[src/rtl/demux_write_sched.sv]
// demux_write_sched: write scheduler in front of a 16-way destination demux.
//
// Write requests (4-bit destination + data) from one producer go into a small FIFO.
// The scheduler issues them one at a time. For each write it drives the demux select,
// the data and a one-hot strobe. It holds the write until the addressed destination
// acks or a timeout expires.
//
// Ports:
//   clk, rst_n           clock, asynchronous active-low reset (synchronous release)
//   req_valid/req_ready  producer handshake; ready = FIFO not full
//   req_dest, req_data   request destination index and write data
//   sel, data_out        demux select and data (hold last value while idle)
//   strobe               one-hot write strobe (bit sel) while waiting for ack
//   ack                  per-destination acknowledge; only ack[sel] is honoured
//   busy                 FSM waiting or FIFO non-empty
//   err                  sticky: some write timed out
//   count                FIFO occupancy
//   dest_mask, drop_cnt  only with DWS_MASK_EN: masked destinations are dropped on
//                        pop and counted (saturating)
//
// Build option: define DWS_MASK_EN to enable destination masking.
module demux_write_sched #(
  parameter int unsigned DW      = 8,
  parameter int unsigned DEPTH   = 4,
  parameter int unsigned TIMEOUT = 15
) (
  input  logic                     clk,
  input  logic                     rst_n,
  input  logic                     req_valid,
  output logic                     req_ready,
  input  logic [3:0]               req_dest,
  input  logic [DW-1:0]            req_data,
  output logic [3:0]               sel,
  output logic [DW-1:0]            data_out,
  output logic [15:0]              strobe,
  input  logic [15:0]              ack,
  output logic                     busy,
  output logic                     err,
  output logic [$clog2(DEPTH):0]   count
`ifdef DWS_MASK_EN
  ,
  input  logic [15:0]              dest_mask,
  output logic [7:0]               drop_cnt
`endif
);

  localparam int unsigned AW = $clog2(DEPTH);
  localparam int unsigned CW = AW + 1;

  typedef enum logic [0:0] {StIdle, StWait} state_e;

  state_e          r_state, w_state_nxt;
  logic [AW-1:0]   r_wr_ptr, r_rd_ptr;
  logic [CW-1:0]   r_count, w_count_nxt;
  logic [7:0]      r_timer, w_timer_nxt;
  logic [3:0]      r_sel, w_sel_nxt;
  logic [DW-1:0]   r_data, w_data_nxt;
  logic            r_err, w_err_nxt;
  logic [3:0]      r_mem_dest [DEPTH];
  logic [DW-1:0]   r_mem_data [DEPTH];

  logic            w_push, w_pop, w_issue;
  logic [3:0]      w_head_dest;
  logic [DW-1:0]   w_head_data;

  assign w_head_dest = r_mem_dest[r_rd_ptr];
  assign w_head_data = r_mem_data[r_rd_ptr];

  // Ready comes from the registered count only, so a full FIFO never accepts,
  // even in a cycle where the head is being popped.
  assign req_ready = (r_count < CW'(DEPTH));
  assign w_push    = req_valid && req_ready;
  assign w_pop     = (r_state == StIdle) && (r_count != '0);

`ifdef DWS_MASK_EN
  logic [7:0] r_drop_cnt;
  // A popped entry with a masked destination is discarded without issuing.
  assign w_issue = w_pop && dest_mask[w_head_dest];

  always_ff @(posedge clk or negedge rst_n) begin
    if (!rst_n) begin
      r_drop_cnt <= '0;
    end else if (w_pop && !dest_mask[w_head_dest] && (r_drop_cnt != 8'hFF)) begin
      r_drop_cnt <= r_drop_cnt + 8'd1;
    end
  end

  assign drop_cnt = r_drop_cnt;
`else
  assign w_issue = w_pop;
`endif

  // Entry storage needs no reset; validity is tracked by the count.
  always_ff @(posedge clk) begin
    if (w_push) begin
      r_mem_dest[r_wr_ptr] <= req_dest;
      r_mem_data[r_wr_ptr] <= req_data;
    end
  end

  always_comb begin
    w_count_nxt = r_count;
    unique case ({w_push, w_pop})
      2'b10:   w_count_nxt = r_count + CW'(1);
      2'b01:   w_count_nxt = r_count - CW'(1);
      default: w_count_nxt = r_count;
    endcase
  end

  always_comb begin
    w_state_nxt = r_state;
    w_timer_nxt = r_timer;
    w_sel_nxt   = r_sel;
    w_data_nxt  = r_data;
    w_err_nxt   = r_err;
    unique case (r_state)
      StIdle: begin
        if (w_issue) begin
          w_sel_nxt   = w_head_dest;
          w_data_nxt  = w_head_data;
          w_timer_nxt = '0;
          w_state_nxt = StWait;
        end
      end
      StWait: begin
        if (ack[r_sel]) begin
          w_state_nxt = StIdle;
        end else if (r_timer == 8'(TIMEOUT - 1)) begin
          w_err_nxt   = 1'b1;
          w_state_nxt = StIdle;
        end else begin
          w_timer_nxt = r_timer + 8'd1;
        end
      end
      default: w_state_nxt = StIdle;
    endcase
  end

  always_ff @(posedge clk or negedge rst_n) begin
    if (!rst_n) begin
      r_state  <= StIdle;
      r_wr_ptr <= '0;
      r_rd_ptr <= '0;
      r_count  <= '0;
      r_timer  <= '0;
      r_sel    <= '0;
      r_data   <= '0;
      r_err    <= 1'b0;
    end else begin
      r_state  <= w_state_nxt;
      r_count  <= w_count_nxt;
      r_timer  <= w_timer_nxt;
      r_sel    <= w_sel_nxt;
      r_data   <= w_data_nxt;
      r_err    <= w_err_nxt;
      if (w_push) r_wr_ptr <= r_wr_ptr + AW'(1);
      if (w_pop)  r_rd_ptr <= r_rd_ptr + AW'(1);
    end
  end

  assign sel      = r_sel;
  assign data_out = r_data;
  assign strobe   = (r_state == StWait) ? (16'h0001 << r_sel) : 16'h0000;
  assign busy     = (r_state != StIdle) || (r_count != '0);
  assign err      = r_err;
  assign count    = r_count;

endmodule
[config.mk]
export PLATFORM = sky130hd
export DESIGN_NAME = demux_write_sched
export DESIGN_NICKNAME = d
export VERILOG_FILES = /design/src/rtl/demux_write_sched.sv
export SDC_FILE = /design/constraint.sdc
export NUM_CORES = 1
export LEC_CHECK = 0
export ABC_AREA = 1
export ABC_CLOCK_PERIOD_IN_PS = 2500
export CORE_MARGIN = 8
export CORE_UTILIZATION = 52
export CTS_CLUSTER_SIZE = 14
export DETAILED_ROUTE_END_ITERATION = 12
export GPL_ROUTABILITY_DRIVEN = 0
export PLACE_DENSITY_LB_ADDON = 0.05
export SKIP_CTS_REPAIR_TIMING = 1
export SLEW_MARGIN = 25
export SYNTH_ARGS = -nofsm -noshare
export SYNTH_HDL_FRONTEND = slang
export SYNTH_SLANG_ARGS = --single-unit
[constraint.sdc]
create_clock -name clk -period 2.5 [get_ports clk]
set_input_delay 0.25 -clock clk [delete_from_list [all_inputs] [get_ports clk]]
set_output_delay 0.25 -clock clk [all_outputs]
set_load 0.02 [all_outputs]
==> out/qor.txt, run 1 <==
Hold crit path type -> primary input to async pin
Synth warn -> 0
Initial core utilization -> 53.1%
Sw Ratio -> 40.0%
WHS -> 0.298 ns
CTS root buffer -> clkbuf_8
Status -> complete, no violations
Cells after Synth -> 363
Worst-path clk slew -> 0.08 ns
Max Clk Rate -> 434 MHz
Clk buf depth -> 2
Max Cap Viol -> 0
Die W -> 98.6 µm
Core ar. -> 6680 µm²
Synth area leaders -> edfxtp_1 (41%), dfrtp_1 (20%), nor2_1 (9.0%), nand2_1 (6.7%), o21ai_0 (4.7%)
# setup viols final -> 0
Final slew viol count -> 0
Clock Power Share -> 20.8%
Worst-path cell with the longest stage delay -> dfrtp_1
R2R depth -> 7
Site row count -> 30
Initial DRT Pass Iterations -> 4
Worst-path fanout max -> 11
Starting DRT DRC Count -> 107
CP Class -> flop to output port
Final antenna diode count -> 0
Top layer in use -> met4
P_sw -> 2130 µW
Post-Synthesis Net Count -> 402
P_leak -> 0.00180 µW
Hpwl dp -> 5130 µm
Final period utilization -> 92.1%
Pin count of the biggest net entering global routing -> 30
Sequential power share -> 36.2%
Hold Fails Final Rpt -> 0
Syn Area/Cell -> 9.77 µm²
Synthesis-to-layout area growth -> 27.1%
Post-Route Skew -> 0.00801 ns
Total Routed Length -> 7580 µm
Yosys top cell area share -> 40.6%
Htree depth -> 3
WL met2 -> 3640 µm
Cell variety after synth -> 29
Number of vias per cell -> 5.18
Num CTS Buffers -> 9
Worst IR Drop VDD -> 0.555 mV
Max_slew headroom -> 53.5%
Antenna viol nets, final -> 0
Pwr dens -> 1180 nW/µm²
Reg2reg setup slack -> 0.60 ns
Die height -> 98.6 µm
Crit path time final -> 2.30 ns
CTS tree -> yes
FF+latch count, synth -> 77
Setup TNS Final -> 0 ns
Initial antenna violation count -> 0
Critical R2R Capture -> count[2]$_DFFE_PN0P_
Sequential area share after synthesis -> 61.1%
IO Port Bufs -> 64
FFs w/ async S/R, synth -> 37.7%
Die area -> 9720 µm²
CTS Sinks -> 77
Synth cell count leaders -> nor2_1 (85), nand2_1 (63), edfxtp_1 (48), o21ai_0 (33), dfrtp_1 (29)
Tot GR Track Use -> 16.5%
Worst skew pair latency -> 0.35 ns
RSZ-0062 raised after global routing -> false
GRT overflow -> 0
Top-count cell post-synth -> nor2_1
Final nets -> 471
Post-Synthesis Cell Area -> 3550 µm²
Share of cells above drive strength 1 -> 8.24%
Vias -> 2,676
WL met1 -> 3430 µm
Met3 WL -> 399 µm
Worst Path Required -> 2.25 ns
First-pass GRT wire length -> 12,800 µm
DRC Markers -> 0
Worst Setup Start Kind -> flop
Vias in the first global route -> 2,746
Worst Path Arrival -> 2.05 ns
RR Startpoint -> r_state$_DFF_PN0_
Critical Path End Type -> output port
Slew @ Worst Pin -> 0.696 ns
Top-level I/O count -> 65
Delay of the slowest critical-path stage -> 0.62 ns
Logic gate share of total power -> 43.0%
Fin util -> 67.5%
P_int -> 3190 µW
Avg WL per Cell -> 14.7 µm
Primary FF master, synth -> edfxtp_1
Area leader, netlist -> edfxtp_1
Cells along the critical path -> nand2_1, nor2_1, clkdlybuf4s50_1
Post-synth EDFFs -> 48
==> cell usage in the layout (no fill, tap or decap), drive strengths merged <==
| master | n |
|---|---|
| a21oi | 7 |
| a31oi | 9 |
| buf | 7 |
| bufinv | 3 |
| clkbuf | 10 |
| clkdlybuf4s50 | 64 |
| clkinv | 3 |
| dfrtp | 29 |
| edfxtp | 48 |
| fa | 1 |
| ha | 7 |
| inv | 24 |
| nand2 | 65 |
| nand3 | 28 |
| nand4 | 2 |
| nor2 | 86 |
| nor3 | 1 |
| o21ai | 34 |
| o21bai | 1 |
| o22ai | 4 |
| xnor2 | 1 |
| xor2 | 3 |
==> metal layers <==
layer / track usage, % / vias to the layer above
met5: 0 / -
met4: 6.85 / 0
met3: 5.00 / 9
met2: 27.9 / 62
met1: 19.1 / 1249
li1: - / 1356
==> critical path: cells and delay by family (launching register included) <==
family	cells	cell delay (ns)
flops	1	0.62
simple gates	2	0.47
buf+inv	1	0.62
==> state kept, by name, summed over array words and instances (netlist names), 2 cells and up <==
| signal | count |
|---|---|
| r_mem_dest | 16 |
| r_timer | 8 |
| sel | 4 |
| data_out | 8 |
| r_rd_ptr | 2 |
| r_mem_data | 32 |
| count | 3 |
| r_wr_ptr | 2 |
==> cell families after synthesis <==
| group | after synthesis | synth area share [%] |
|---|---|---|
| AND/OR/NAND/NOR | 182 | 21.2 |
| buffers and inverters | 37 | 4.62 |
| AO/OA/AOI/OAI | 55 | 9.03 |
| adder cells (fa/ha/maj) | 8 | 3.03 |
| XOR/XNOR | 4 | 0.988 |
| flip-flops | 77 | 61.1 |
==> worst max-delay path by stage <==
| stage | slack (ns) | start | endpoint |
|---|---|---|---|
| finish | 0.20 | r_state$_DFF_PN0_ | strobe[8] |
| global route | 0.04 | r_state$_DFF_PN0_ | strobe[11] |
| CTS | 0.17 | sel[0]$_DFFE_PN0P_ | strobe[13] |
| detailed placement | 0.44 | req_valid | count[2]$_DFFE_PN0P_ |
| global placement | 0.52 | req_valid | count[2]$_DFFE_PN0P_ |
| floorplan | 0.33 | count[2]$_DFFE_PN0P_ | count[2]$_DFFE_PN0P_ |
==> power by group through the flow <==
stage | combinational (µW) | sequential (µW) | clock, µW
2_1_floorplan | 1490 | 1980 | 0
6_report | 2290 | 1930 | 1110
3_3_place_gp | 2250 | 1940 | 0
4_1_cts | 2310 | 1930 | 1130
5_1_grt | 2570 | 1970 | 1170
3_5_place_dp | 2300 | 1950 | 0
==> metrics by stage <==
step	std cells	total power, µW	worst slack (ns)	area (µm²)
finish	517	5330	0.197	4510
global route	517	5710	0.0403	4510
global placement	501	4190	0.522	4270
CTS	517	5370	0.175	4510
floorplan	363	3470	0.332	3550
detailed placement	501	4250	0.444	4270
==> final cells by class <==
cell class / instances / area (µm²)
clock buffer: 10 / 128
tap: 80 / 100
clock inverter: 6 / 113
sequential: 77 / 2170
multi-input combinational: 249 / 1210
fill: 524 / 2170
timing repair buffer: 71 / 693
inverter: 24 / 90.1
No activity file was read; power rests on OpenSTA's default activity.
==> run 2: changes to the inputs <==
--- a/config.mk
+++ b/config.mk
@@ -12,7 +12,9 @@
 export CTS_CLUSTER_SIZE = 14
 export DETAILED_ROUTE_END_ITERATION = 12
 export GPL_ROUTABILITY_DRIVEN = 0
+export HOLD_SLACK_MARGIN = 0.12
 export PLACE_DENSITY_LB_ADDON = 0.05
+export SETUP_SLACK_MARGIN = 0.15
 export SKIP_CTS_REPAIR_TIMING = 1
 export SLEW_MARGIN = 25
 export SYNTH_ARGS = -nofsm -noshare
==> run 2 against run 1 <==
  * Via count grew 0.78%
  * Count of clock-buffer cells in the layout is the same
  * Final cell count grew 0.77%
  * Worst hold slack gained 0.0015 ns
  * Power grew 0.92%
  * Worst setup slack gained 0.16 ns
  * Largest cell class unchanged
  * Largest power group unchanged
==> out/qor.txt, run 2 (synthesized netlist as in run 1, its figures left out) <==
GRT overflow -> 0 (unchanged)
Commonest non-fill, non-tap cell in the layout -> nor2_1
Post-layout power -> 5370 µW (+0.92%)
Final period utilization -> 85.7% (-6.4 points)
Vias -> 2,697 (+0.78%)
Htree depth -> 3 (unchanged)
Clk buf depth -> 2 (unchanged)
# setup viols final -> 0 (unchanged)
Reg2reg setup slack -> 0.67 ns (+0.07 ns)
Total Routed Length -> 7620 µm (+0.50%)
CTS tree -> yes
Site row count -> 30 (unchanged)
Delay of the slowest critical-path stage -> 0.62 ns (about the same)
Final slew viol count -> 0 (unchanged)
Regs by FF count -> r_mem_data (32), r_mem_dest (16)
Avg WL per Cell -> 14.6 µm (-0.27%)
Worst Setup Start Kind -> flop
Crit path from -> sel[0]$_DFFE_PN0P_
Worst Path Arrival -> 1.89 ns (-0.16 ns)
Status -> complete, no violations
Die W -> 98.6 µm (unchanged)
Pwr dens -> 1180 nW/µm² (+0.20%)
Initial DRT Pass Iterations -> 4 (unchanged)
Initial core utilization -> 53.1% (unchanged)
Worst Path Required -> 2.25 ns (about the same)
Biggest register -> r_mem_data
Most frequent cell on the critical path -> nor2_1
Number of vias per cell -> 5.18 (about the same)
Number of flip-flops in the largest register -> 32 (unchanged)
CP Class -> flop to output port
Pin count of the biggest net entering global routing -> 30 (unchanged)
Post-Route Skew -> 0.00937 ns (+0.00136 ns)
CTS root buffer -> clkbuf_8
Worst-path clk slew -> 0.08 ns (about the same)
Hpwl dp -> 5130 µm (unchanged)
Worst Setup EP -> strobe[14]
RSZ-0062 raised after global routing -> false
Tot GR Track Use -> 16.5% (unchanged)
Starting DRT DRC Count -> 103 (-3.7%)
Max Clk Rate -> 467 MHz (+7.5%)
CTS Sinks -> 77 (unchanged)
Critical R2R Capture -> count[2]$_DFFE_PN0P_
Antenna viol nets, final -> 0 (unchanged)
Num CTS Buffers -> 9 (unchanged)
First-pass GRT wire length -> 12,800 µm (unchanged)
Crit path time final -> 2.14 ns (-0.161 ns)
DRC Markers -> 0 (unchanged)
Commonest cells after routing, fill and taps aside -> nor2_1 (85), clkdlybuf4s50_1 (64), nand2_1 (63), edfxtp_1 (48), o21ai_0 (33)
Synthesis-to-layout area growth -> 28.0%
Core ar. -> 6680 µm² (unchanged)
Final nets -> 475 (+0.85%)
Die area -> 9720 µm² (unchanged)
R2R depth -> 8 (+1)
Share of cells above drive strength 1 -> 9.52% (+1.3 points)
Vias in the first global route -> 2,746 (unchanged)
Final antenna diode count -> 0 (unchanged)
Worst skew pair latency -> 0.35 ns (about the same)
Critical Path End Type -> output port
Setup TNS Final -> 0 ns (unchanged)
Top-level I/O count -> 65 (unchanged)
Worst-path fanout max -> 7 (-4)
Fin util -> 67.9% (+0.49 points)
Initial antenna violation count -> 0 (unchanged)
IO Port Bufs -> 64 (unchanged)
Worst-path cell with the longest stage delay -> clkdlybuf4s50_1
Hold Fails Final Rpt -> 0 (unchanged)
Hold crit path type -> primary input to async pin
Slew @ Worst Pin -> 0.694 ns (-0.00189 ns)
Max Cap Viol -> 0 (unchanged)
WHS -> 0.300 ns (+0.00154 ns)
Worst IR Drop VDD -> 0.557 mV (+0.28%)
Die height -> 98.6 µm (unchanged)
RR Startpoint -> count[2]$_DFFE_PN0P_
Cells along the critical path -> buf_4, nor2_1, nand2_1, nor2_1, clkdlybuf4s50_1
Max_slew headroom -> 53.7% (+0.13 points)
P_leak -> 0.00182 µW (+0.99%)
[run 2: cell count changes in the layout (fill, tap and decap cells not counted), sizes merged]
cell	before	now
buf	7	11
[run 2: area by class of cell]
| class | count | area [µm²] |
|---|---|---|
| clock buffers | 10 | 128 |
| clock inverters | 6 | 113 |
| fillers | 521 | 2140 |
| inverters | 24 | 90.1 |
| multi-input cells | 249 | 1210 |
| flip-flops and latches | 77 | 2170 |
| well taps | 80 | 100 |
| repair buffers | 75 | 723 |
[run 2: how the worst min path moves through the flow]
stage / end / slack (ns) / from / cells past startpoint
final: data_out[3]$_DFFE_PN0P_ / 0.30 / rst_n / 2
after global routing: data_out[2]$_DFFE_PN0P_ / 0.34 / rst_n / 2
after CTS: data_out[2]$_DFFE_PN0P_ / 0.31 / rst_n / 2
after detailed placement: err$_DFFE_PN0P_ / 0.48 / err$_DFFE_PN0P_ / 1
after global placement: err$_DFFE_PN0P_ / 0.46 / err$_DFFE_PN0P_ / 1
after floorplan: count[0]$_DFFE_PN0P_ / -0.05 / rst_n / 0
[run 2: critical path, delay by kind of cell (launching register included)]
| family | cells | cell delay, ns |
|---|---|---|
| buffers and inverters | 2 | 0.77 |
| and+or+nand+nor | 3 | 0.32 |
| DFF | 1 | 0.46 |
[run 2: stage by stage]
step | instance area, µm² | std cells | setup WS (ns)
2_1_floorplan | 3550 | 363 | 0.332
6_report | 4540 | 521 | 0.358
4_1_cts | 4510 | 517 | 0.175
3_5_place_dp | 4270 | 501 | 0.444
3_3_place_gp | 4270 | 501 | 0.522
5_1_grt | 4540 | 521 | 0.217
[run 2: power by group]
group	total, µW	internal (µW)	switching [µW]
Combinational	2340	904	1440
Sequential	1920	1670	259
Clock	1110	665	442
Total	5370	3230	2140
[run 2: layer usage]
| layer | share of wire [%] | vias to the layer above | global-route usage [%] |
|---|---|---|---|
| met1 | 45 | 1261 | 19.1 |
| li1 | - | 1363 | - |
| met5 | 0 | - | 0 |
| met3 | 5.8 | 7 | 5.00 |
| met4 | 1.2 | 0 | 6.85 |
| met2 | 48 | 66 | 27.9 |
